### config.mk
export PLATFORM = sky130hd
export DESIGN_NAME = uart_frame_parser
export DESIGN_NICKNAME = d
export VERILOG_FILES = /design/src/rtl/uart_frame_parser.sv
export SDC_FILE = /design/constraint.sdc
export NUM_CORES = 1
export LEC_CHECK = 0
export CORE_UTILIZATION = 45
export CTS_CLUSTER_SIZE = 24
export DETAILED_ROUTE_END_ITERATION = 12
export PLACE_DENSITY = 0.71
export SYNTH_ARGS = -nofsm -noshare
export SYNTH_HDL_FRONTEND = slang
export SYNTH_SLANG_ARGS = --single-unit
### constraint.sdc
create_clock -name clk -period 4.84 [get_ports clk]
set_input_delay 0.968 -clock clk [delete_from_list [all_inputs] [get_ports clk]]
set_output_delay 0.968 -clock clk [all_outputs]
set_load 0.05 [all_outputs]
### src/rtl/uart_frame_parser.sv
// Frames bytes from a UART receiver into fixed-length payloads closed by a two-byte terminator.
// Publishes the last good payload, pulses valid/error, and keeps saturating frame/error counts.
module uart_frame_parser #(
  parameter int           PAYLOAD_BYTES = 3,
  parameter logic [7:0]   TERM_HI       = 8'h0D,
  parameter logic [7:0]   TERM_LO       = 8'h0A,
  parameter bit           CHECKSUM_EN   = 1'b0,
  parameter int           CNT_W         = 16
) (
  input  logic                       clk,
  input  logic                       rst_n,
  input  logic                       recieve,
  input  logic [7:0]                 data,
  output logic [8*PAYLOAD_BYTES-1:0] payload,
  output logic                       frame_valid,
  output logic                       frame_err,
  output logic                       synced,
  output logic [CNT_W-1:0]           frame_cnt,
  output logic [CNT_W-1:0]           err_cnt
);

  // state   | meaning
  // HUNT    | looking for a TERM_HI,TERM_LO pair to align on
  // COLLECT | writing payload bytes into the shadow buffer
  // EXP_HI  | payload complete, expecting TERM_HI
  // EXP_LF  | expecting TERM_LO, then commit or flag error
  localparam logic [1:0] HUNT    = 2'd0;
  localparam logic [1:0] COLLECT = 2'd1;
  localparam logic [1:0] EXP_HI  = 2'd2;
  localparam logic [1:0] EXP_LF  = 2'd3;

  localparam int PW    = 8 * PAYLOAD_BYTES;
  localparam int IDX_W = (PAYLOAD_BYTES > 1) ? $clog2(PAYLOAD_BYTES) : 1;
  localparam logic [IDX_W-1:0] LAST_IDX = IDX_W'(PAYLOAD_BYTES - 1);

  logic             sync1_q, sync2_q, edge_q;
  logic             ev;
  logic [1:0]       state_q, state_d;
  logic [IDX_W-1:0] idx_q, idx_d;
  logic [7:0]       prev_q, prev_d;
  logic [PW-1:0]    shadow_q, shadow_d;
  logic [PW-1:0]    payload_q, payload_d;
  logic             valid_q, valid_d;
  logic             err_q, err_d;
  logic             synced_q, synced_d;
  logic [CNT_W-1:0] fcnt_q, fcnt_d;
  logic [CNT_W-1:0] ecnt_q, ecnt_d;
  logic [7:0]       csum;
  logic             bad;

  assign ev = sync2_q & ~edge_q;

  always_comb begin
    csum = 8'h00;
    for (int i = 0; i < PAYLOAD_BYTES; i++) csum = csum ^ shadow_q[i*8 +: 8];
  end

  always_comb begin
    state_d   = state_q;
    idx_d     = idx_q;
    prev_d    = prev_q;
    shadow_d  = shadow_q;
    payload_d = payload_q;
    valid_d   = 1'b0;
    err_d     = 1'b0;
    synced_d  = synced_q;
    fcnt_d    = fcnt_q;
    ecnt_d    = ecnt_q;
    bad       = 1'b0;
    if (ev) begin
      case (state_q)
        HUNT: begin
          prev_d = data;
          if (prev_q == TERM_HI && data == TERM_LO) begin
            state_d  = COLLECT;
            idx_d    = '0;
            synced_d = 1'b1;
          end
        end
        COLLECT: begin
          // first-received byte lands in the most significant slot
          for (int i = 0; i < PAYLOAD_BYTES; i++)
            if (idx_q == IDX_W'(i)) shadow_d[(PAYLOAD_BYTES-1-i)*8 +: 8] = data;
          if (idx_q == LAST_IDX) begin
            state_d = EXP_HI;
            idx_d   = '0;
          end else begin
            idx_d = idx_q + 1'b1;
          end
        end
        EXP_HI: begin
          if (data == TERM_HI) state_d = EXP_LF;
          else                 bad     = 1'b1;
        end
        default: begin
          if (data == TERM_LO && (!CHECKSUM_EN || csum == 8'h00)) begin
            payload_d = shadow_q;
            valid_d   = 1'b1;
            fcnt_d    = (fcnt_q == '1) ? fcnt_q : fcnt_q + 1'b1;
            state_d   = COLLECT;
            idx_d     = '0;
          end else begin
            bad = 1'b1;
          end
        end
      endcase
      // keeping the faulty byte lets a TERM_HI error byte start the resync pair
      if (bad) begin
        err_d    = 1'b1;
        ecnt_d   = (ecnt_q == '1) ? ecnt_q : ecnt_q + 1'b1;
        synced_d = 1'b0;
        prev_d   = data;
        state_d  = HUNT;
        idx_d    = '0;
      end
    end
  end

  always_ff @(posedge clk or negedge rst_n) begin
    if (!rst_n) begin
      sync1_q   <= 1'b0;
      sync2_q   <= 1'b0;
      edge_q    <= 1'b0;
      state_q   <= HUNT;
      idx_q     <= '0;
      prev_q    <= 8'h00;
      shadow_q  <= '0;
      payload_q <= '0;
      valid_q   <= 1'b0;
      err_q     <= 1'b0;
      synced_q  <= 1'b0;
      fcnt_q    <= '0;
      ecnt_q    <= '0;
    end else begin
      sync1_q   <= recieve;
      sync2_q   <= sync1_q;
      edge_q    <= sync2_q;
      state_q   <= state_d;
      idx_q     <= idx_d;
      prev_q    <= prev_d;
      shadow_q  <= shadow_d;
      payload_q <= payload_d;
      valid_q   <= valid_d;
      err_q     <= err_d;
      synced_q  <= synced_d;
      fcnt_q    <= fcnt_d;
      ecnt_q    <= ecnt_d;
    end
  end

  assign payload     = payload_q;
  assign frame_valid = valid_q;
  assign frame_err   = err_q;
  assign synced      = synced_q;
  assign frame_cnt   = fcnt_q;
  assign err_cnt     = ecnt_q;

endmodule
After elaboration in Yosys (flattened, before gate mapping) --
Index checks and enable logic that the tools add are counted.
Storage, ports and cells: logic and storage cells 80, input bits 11, output and inout port bits 59, flip-flop bits (word level) 98
Cells by class: reductions and logical operators 19, bitwise logic cells 5, $add $sub $neg 3, equality and inequality tests 13, multiplexer cells 25
Operators with widths (count):
- $add 16x1->16 const B | 2
- $eq 16x16->1 const B | 2
- $eq 8x4->1 const B | 3
- $mux 2 | 9
- $reduce_and 3->1 | 6
- $mux 8 | 2
- $pmux 2 s3 | 2
- $mux 1 | 11
- $ne 3x3->1 const B | 3
- $reduce_and 4->1 | 2
- $reduce_and 5->1 | 1
- $reduce_bool 5->1 | 1
- $eq 2x1->1 const B | 2
- $eq 2x2->1 const B | 2
- $logic_not 2->1 | 2
- $not 1->1 | 4
- $reduce_bool 2->1 | 2
- $reduce_bool 4->1 | 1
- $reduce_or 3->1 | 1
- $add 2x1->2 const B | 1
- $ne 2x2->1 const B | 1
- $pmux 1 s2 | 1
- $reduce_and 2->1 | 1
- $reduce_or 2->1 | 1
- 2 further kinds | 2

Logic depth before layout (Yosys ltp) --
Gate-level depths: netlist of the first run.
word-level depth 6, gate-level depth with buffers 7, gate-level depth less buffers 7

Worst setup path before layout of the first run --
Ideal clock, no wire load.
kind input to register, start point in data[1], end point reg prev_q[0], arrival time 2.598 ns, stages on the path 5, setup time 0.125 ns, path slack 2.117 ns, cells stage by stage or4b_4 o41ai_4 a21oi_2 o21ai_2 mux2_2
On the way: word-level cells in the longest chain between the ends 6, elaborated cells on any way between the ends 9, classes of those cells 2 x eq/ne; 5 x mux; 2 x reduce/logical
RTL lines:
- start: declaration | RTL line 13 | input logic [7:0] data,
- $eq 8x4->1, on equally long branches | RTL line 96, 92
- $mux 1, on equally long branches | RTL line 96, 92
- $pmux 1 s2 (*) | RTL line 71 | case (state_q)
- $mux 1 (*) | RTL line 70 | if (ev) begin
- $reduce_bool 2->1 (no line)
- $reduce_and 2->1 (no line)
- end signal: assignment | RTL line 140 | prev_q <= prev_d;
- end: declaration | RTL line 40 | logic [7:0] prev_q, prev_d;
Mark *: on every way between the ends. The rest lies on a longest branch, timed or not. The select of a mux whose other input is x is not followed. A chain may end at the register's enable or synchronous reset.

Worst setup path in the final report of the first run --
start point in data[1], end point reg fcnt_q[15] (netlist: frame_cnt[15])
On the way: word-level cells in the longest chain between the ends 2
RTL lines:
- $eq 8x4->1 | RTL line 96 | if (data == TERM_LO && (!CHECKSUM_EN || csum == 8'h00)) begin
- $reduce_and 4->1 (no line)
- end signal: assignment | RTL line 146 | fcnt_q <= fcnt_d;
- end: declaration | RTL line 46 | logic [CNT_W-1:0] fcnt_q, fcnt_d;
Every way passes these cells.

==> results of run 1 <==
[Yosys cell counts (2+ instances only)]
cell,n
o2bb2ai_1,2
mux2_2,37
and2_1,2
nand3_1,15
nor3_1,7
nor2_1,12
a21oi_1,3
ha_1,7
nand2_1,93
nor4_1,8
nand2b_1,5
and3_1,8
or4_1,2
buf_1,2
xor2_1,8
dfrtp_1,98
clkbuf_1,4
and4_1,3
xnor2_1,18
nand4_1,7
inv_1,7
[logic make-up after synthesis]
kind of cell,count (synthesis),share of synthesized area
XOR/XNOR,26,0.0535
AO/OA/AOI/OAI,20,0.0444
adder cells (fa/ha/maj),7,0.0206
multiplexers,38,0.100
AND/OR/NAND/NOR,171,0.193
flip-flops,98,0.576
buffers and inverters,14,0.0123
[worst max-delay path, stage by stage]
cell             delay, ps
clkdlybuf4s50_1        640
nor4bb_1               400
nand3_1                130
buf_4                  250
inv_2                  380
nand4_1                280
nor3_1                 230
mux2_2                 350
[final timing paths]
path | end | startpoint | slack (ps)
max | frame_cnt[15]$_DFFE_PN0P_ | data[1] | 1470
min | sync2_q$_DFF_PN0_ | sync1_q$_DFF_PN0_ | 360
max reg2reg | frame_cnt[15]$_DFFE_PN0P_ | state_q[1]$_DFFE_PN0P_ | 2280
min reg2reg | sync2_q$_DFF_PN0_ | sync1_q$_DFF_PN0_ | 360
max in group asynchronous | frame_cnt[4]$_DFFE_PN0P_ | rst_n | 3200
min in group asynchronous | shadow_q[3]$_DFFE_PN0P_ | rst_n | 680
[sequential cells by signal (all words and copies together) (netlist names), 2 cells and up]
register   cells
frame_cnt     16
err_cnt       16
payload       24
state_q        2
shadow_q      24
idx_q          2
prev_q         8
[area by class of cell]
cell class / instances / area (um2)
Sequential cell: 98 / 2450
Fill cell: 784 / 3920
Multi-Input combinational cell: 262 / 1750
Tap cell: 111 / 139
Clock buffer: 10 / 138
Timing Repair Buffer: 72 / 711
Clock inverter: 6 / 55.1
Inverter: 8 / 30.0
[metal layers]
metal  track usage  up-vias  part of all wire
li1              -     1449                 -
met1         0.271     1464              0.50
met2         0.283       74              0.44
met3        0.0387       11             0.047
met4        0.0622        0             0.013
met5             0        -                 0
[through the flow]
| step | power (uW) | setup slack [ps] | hold WS (ps) |
|---|---|---|---|
| global placement | 1600 | 1130 | 340 |
| finish | 2120 | 1470 | 364 |
| CTS | 2130 | 1470 | 364 |
| global route | 2240 | 1230 | 378 |
| detailed placement | 1620 | 1070 | 342 |
| floorplan | 1460 | 2120 | 331 |
[power breakdown]
part	internal (uW)	switching (uW)	leakage, uW	total, uW
logic	247	279	0.00103	526
registers	976	97.5	0.00126	1070
clock network	212	304	0.0000934	516
==> results.md, run 1 <==
* Die X at just under 100 um
* Largest net degree at the start of global routing at 63
* RSZ-0062 raised after global routing: false
* Root Buffer: clkbuf_8
* Worst setup SP type: input pin
* Routed Antenna Nets at 0
* Worst Path Arrival at 3640 ps
* Worst-Skew Late Latency at roughly 370 ps
* Max Clock Skew at between 10 and 15 ps
* Fmax at 296 MHz
* Nets@finish at roughly 470
* Vias in the first global route at around 3000
* Top cell type's share of synthesized area at 0.576
* Fin cells at 567
* Period utilization at 0.697
* Detailed placement HPWL at 5.87 mm
* Least-Margin Pin Slew at between 700 and 800 ps
* Required time of the critical path at 5100 ps
* Cell Area, Synth at ~0.0043 mm2
* Setup Total Neg Slack at 0 ps
* Yosys reg bits at slightly below 100
* PostCTS Resize Cnt at 0
* Setup bufs post-CTS at 0
* YS warnings at 0
* Placed Instances at around 550
* Max FO, Critical Path at 28
* Worst hold path class: reg -> reg
* Detailed Route Iter0 Violations at 77
* Initial Util at 0.463
* Async set-reset flop share out of synthesis at 1.00
* Crit Path Category: in -> reg
* CTS tree: yes
* Leading area contributor after synthesis: dfrtp_1
* First-pass GRT wire length at approximately 15 mm
* Routability cong. at 0.838
* Initial antenna violation count at 0
* Drt first pass iters at 4
* H-tree depth at 3
* Cell variety after synth at 47
* DP Area at 0.00508 mm2
* Hold Crit Depth at 0
* Net Count, Synth at roughly 390
* Core ar. at 0.00920 mm2
* Via count at 2998
* Clock slew at reported path FFs at 110 ps
* Final wirelength at roughly 8.5 mm
* Status: finished, final reports clean
* Num CTS Buffers at 9
* Vias per cell at 5.29
* Finished Cell Area at about 0.0053 mm2
* Die Y at 99.2 um
* Total gr overflow at 0
* Die area at 0.00985 mm2
* Max VDD drop at 0.420 mV
* Tmin final at 3370 ps
* Reg2Reg Depth at 8
* # DRC at 0
* Crit. End Element: register
* Sink Count at 98
* Io pins at 70
* Power per cell area at 401 mW/mm2
* Hold_buf cts at 0
* Maxcap violations at 0
* Pins Over Slew Limit at 0
* Number of enable flip-flop cells after synthesis at 0
* Most common cell after layout, fill and taps aside: dfrtp_1
* Total GRT Usage at 0.187
* Wire per inst at 15.1 um
* Post-layout util at 0.574
* N_diodes at 0
* Bufs on Longest Clock Path at 2
* Number of port buffers at 69
* Top cells by area, synth: dfrtp_1, mux2_2, nand2_1, xnor2_1, ha_1
* Commonest cells after routing, fill and taps aside: dfrtp_1, nand2_1, clkdlybuf4s50_1, mux2_2, xnor2_1
* Post-synthesis cell count at around 370
* P_leak at 0.00239 uW
* Share of cells above drive strength 1 at 0.145
* Mapped Avg Cell Area at 11.4 um2
* Max-Slew Margin vs Limit at 0.483
* Fin. Hold Viols at 0
* Post-synthesis sequential area ratio at 0.576
* Final setup viols at 0
* Rows at 35
* Syn-to-layout area delta at 24.0%
* Top FF cell, synth: dfrtp_1
Power figures use the tool's default switching activity.
==> inputs of run 2 (changes only) <==
--- a/config.mk
+++ b/config.mk
@@ -8,7 +8,7 @@
 export CORE_UTILIZATION = 45
 export CTS_CLUSTER_SIZE = 24
 export DETAILED_ROUTE_END_ITERATION = 12
-export PLACE_DENSITY = 0.71
+export PLACE_DENSITY = 0.74
 export SYNTH_ARGS = -nofsm -noshare
 export SYNTH_HDL_FRONTEND = slang
 export SYNTH_SLANG_ARGS = --single-unit
==> constraint.sdc (replaced) <==
create_clock -name clk -period 2.9 [get_ports clk]
set_input_delay 0.58 -clock clk [delete_from_list [all_inputs] [get_ports clk]]
set_output_delay 0.58 -clock clk [all_outputs]
set_load 0.05 [all_outputs]
==> run 2 against run 1 <==
Against the previous run: register-to-register slack got worse by 1600 ps; non-clock buffer count grew 21; sequential cell count is the same; highest routed layer unchanged; largest power group unchanged.
==> results.md, run 2 (same netlist as run 1, synthesis figures left out) <==
* Worst hold path class: in -> async
* Max FO, Critical Path at 5 (-82%)
* Total gr overflow at 0 (unchanged)
* Setup Total Neg Slack at 0 ps (unchanged)
* Crit. End Element: register
* Required time of the critical path at 3120 ps (-1980 ps)
* Fin worst setup slack at 269 ps (-1200 ps)
* Fmax at ~380 MHz
* Tmin final at 2630 ps
* CTS tree: yes
* Period utilization at 0.907
* Final setup viols at 0 (unchanged)
* Status: finished, final reports clean
* Vias in the first global route at 3214 (+5.6%)
* Most common cell after layout, fill and taps aside: dfrtp_1
* Root Buffer: clkbuf_8
* Drt first pass iters at 5 (+1)
* Vias per cell at 5.26 (-0.48%)
* Die Y at 99.2 um (unchanged)
* Crit path buf inv count at 1 (-2)
* Initial Util at 0.463 (unchanged)
* Num CTS Buffers at 9 (unchanged)
* Hold WS at 194 ps (-170 ps)
* Max Clock Skew at 12.1 ps (-1.17 ps)
* Max VDD drop at 0.727 mV (+73%)
* Least-Margin Pin Slew at 738 ps (-32.3 ps)
* Worst setup SP type: input pin
* Hold_buf cts at 0 (unchanged)
* Routed Antenna Nets at 0 (unchanged)
* Io pins at 70 (unchanged)
* Sink Count at 98 (unchanged)
* Reg2Reg Depth at 6 (-2)
* Total GRT Usage at 0.194 (+0.00713)
* Power per cell area at 654 mW/mm2 (+63%)
* Clock slew at reported path FFs at 100 ps (about the same)
* Commonest cells after routing, fill and taps aside: dfrtp_1, nand2_1, clkdlybuf4s50_1, mux2_2, buf_4
* Setup bufs post-CTS at 0 (unchanged)
* Max-Slew Margin vs Limit at 0.505 (+0.0217)
* Largest net degree at the start of global routing at 41 (-35%)
* Routability cong. at 0.854 (+2.0%)
* Core ar. at 0.00920 mm2 (unchanged)
* Die X at 99.2 um (unchanged)
* Placed Instances at 572 (+3.8%)
* Place WS at -79.6 ps (-1150 ps)
* Crit path max-delay family: simple AND/OR/NAND/NOR gates
* RSZ-0062 raised after global routing: false
* Maxcap violations at 0 (unchanged)
* Pins Over Slew Limit at 0 (unchanged)
* Critical path, cell by cell: clkdlybuf4s50_1 -> or4b_4 -> o41ai_4 -> or4b_1 -> o21bai_1 -> o22ai_1
* Stages on the worst setup path at 6 (-2)
* Worst Path Arrival at 2850 ps (-790 ps)
* # DRC at 0 (unchanged)
* PostCTS Resize Cnt at 0 (unchanged)
* Final wirelength at 8.70 mm (+1.9%)
* Syn-to-layout area delta at 27.7%
* Bufs on Longest Clock Path at 2 (unchanged)
* Slowest cell on crit path: or4b_4
* Number of port buffers at 69 (unchanged)
* Slowest stage delay, CP at 590 ps (-50 ps)
* Initial antenna violation count at 0 (unchanged)
* First-pass GRT wire length at 15.2 mm (+3.5%)
* Detailed Route Iter0 Violations at 162 (+110%)
* N_diodes at 0 (unchanged)
* H-tree depth at 3 (unchanged)
* Wire per inst at 14.8 um (-1.8%)
* Die area at 0.00985 mm2 (unchanged)
* Fin cells at 588 (+3.7%)
* Via count at 3094 (+3.2%)
* P_leak at 0.00249 uW (+4.4%)
* Share of cells above drive strength 1 at 0.182 (+0.0377)
* Rows at 35 (unchanged)
* Crit Path Category: in -> reg
* Fin. Hold Viols at 0 (unchanged)
* Detailed placement HPWL at 6.31 mm (+7.6%)
* Nets@finish at 490 (+4.5%)
* Worst-Skew Late Latency at 360 ps (about the same)
==> run 2: metrics by stage <==
stage               utilization  total power [uW]  cell area [um2]
CTS                       0.591              3580             5440
global placement          0.571              2720             5250
detailed placement        0.571              2760             5250
floorplan                     -              2430             4260
finish                    0.591              3550             5440
global route              0.591              3760             5440
==> run 2: power by group <==
| group | internal, uW | leakage (uW) | total (uW) | switching, uW |
|---|---|---|---|---|
| Clock | 326 | 0.0000921 | 818 | 493 |
| Combinational | 455 | 0.00114 | 930 | 474 |
| Sequential | 1630 | 0.00126 | 1800 | 174 |
==> run 2: final timing paths <==
check	slack (ps)	endpoint	startpoint
setup reg to reg	650	err_cnt[15]$_DFFE_PN0P_	err_cnt[0]$_DFFE_PN0P_
max in group asynchronous	2040	err_cnt[14]$_DFFE_PN0P_	rst_n
min in group clk	360	sync2_q$_DFF_PN0_	sync1_q$_DFF_PN0_
setup / recovery	270	state_q[0]$_DFFE_PN0P_	data[1]
hold / removal	190	shadow_q[9]$_DFFE_PN0P_	rst_n
hold reg to reg	360	sync2_q$_DFF_PN0_	sync1_q$_DFF_PN0_
==> run 2: layout make-up <==
class | count | area (um2)
clock buffer | 9 | 124
clock inverter | 7 | 58.8
fill | 783 | 3760
inverter | 8 | 30.0
multi-input combinational | 262 | 1750
sequential | 98 | 2450
tap | 111 | 139
timing repair buffer | 93 | 881
==> run 2: metal layers <==
layer	global-route usage	share of wire
met5	0	0
met2	0.307	0.46
met3	0.0351	0.041
met4	0.0588	0.012
met1	0.275	0.49
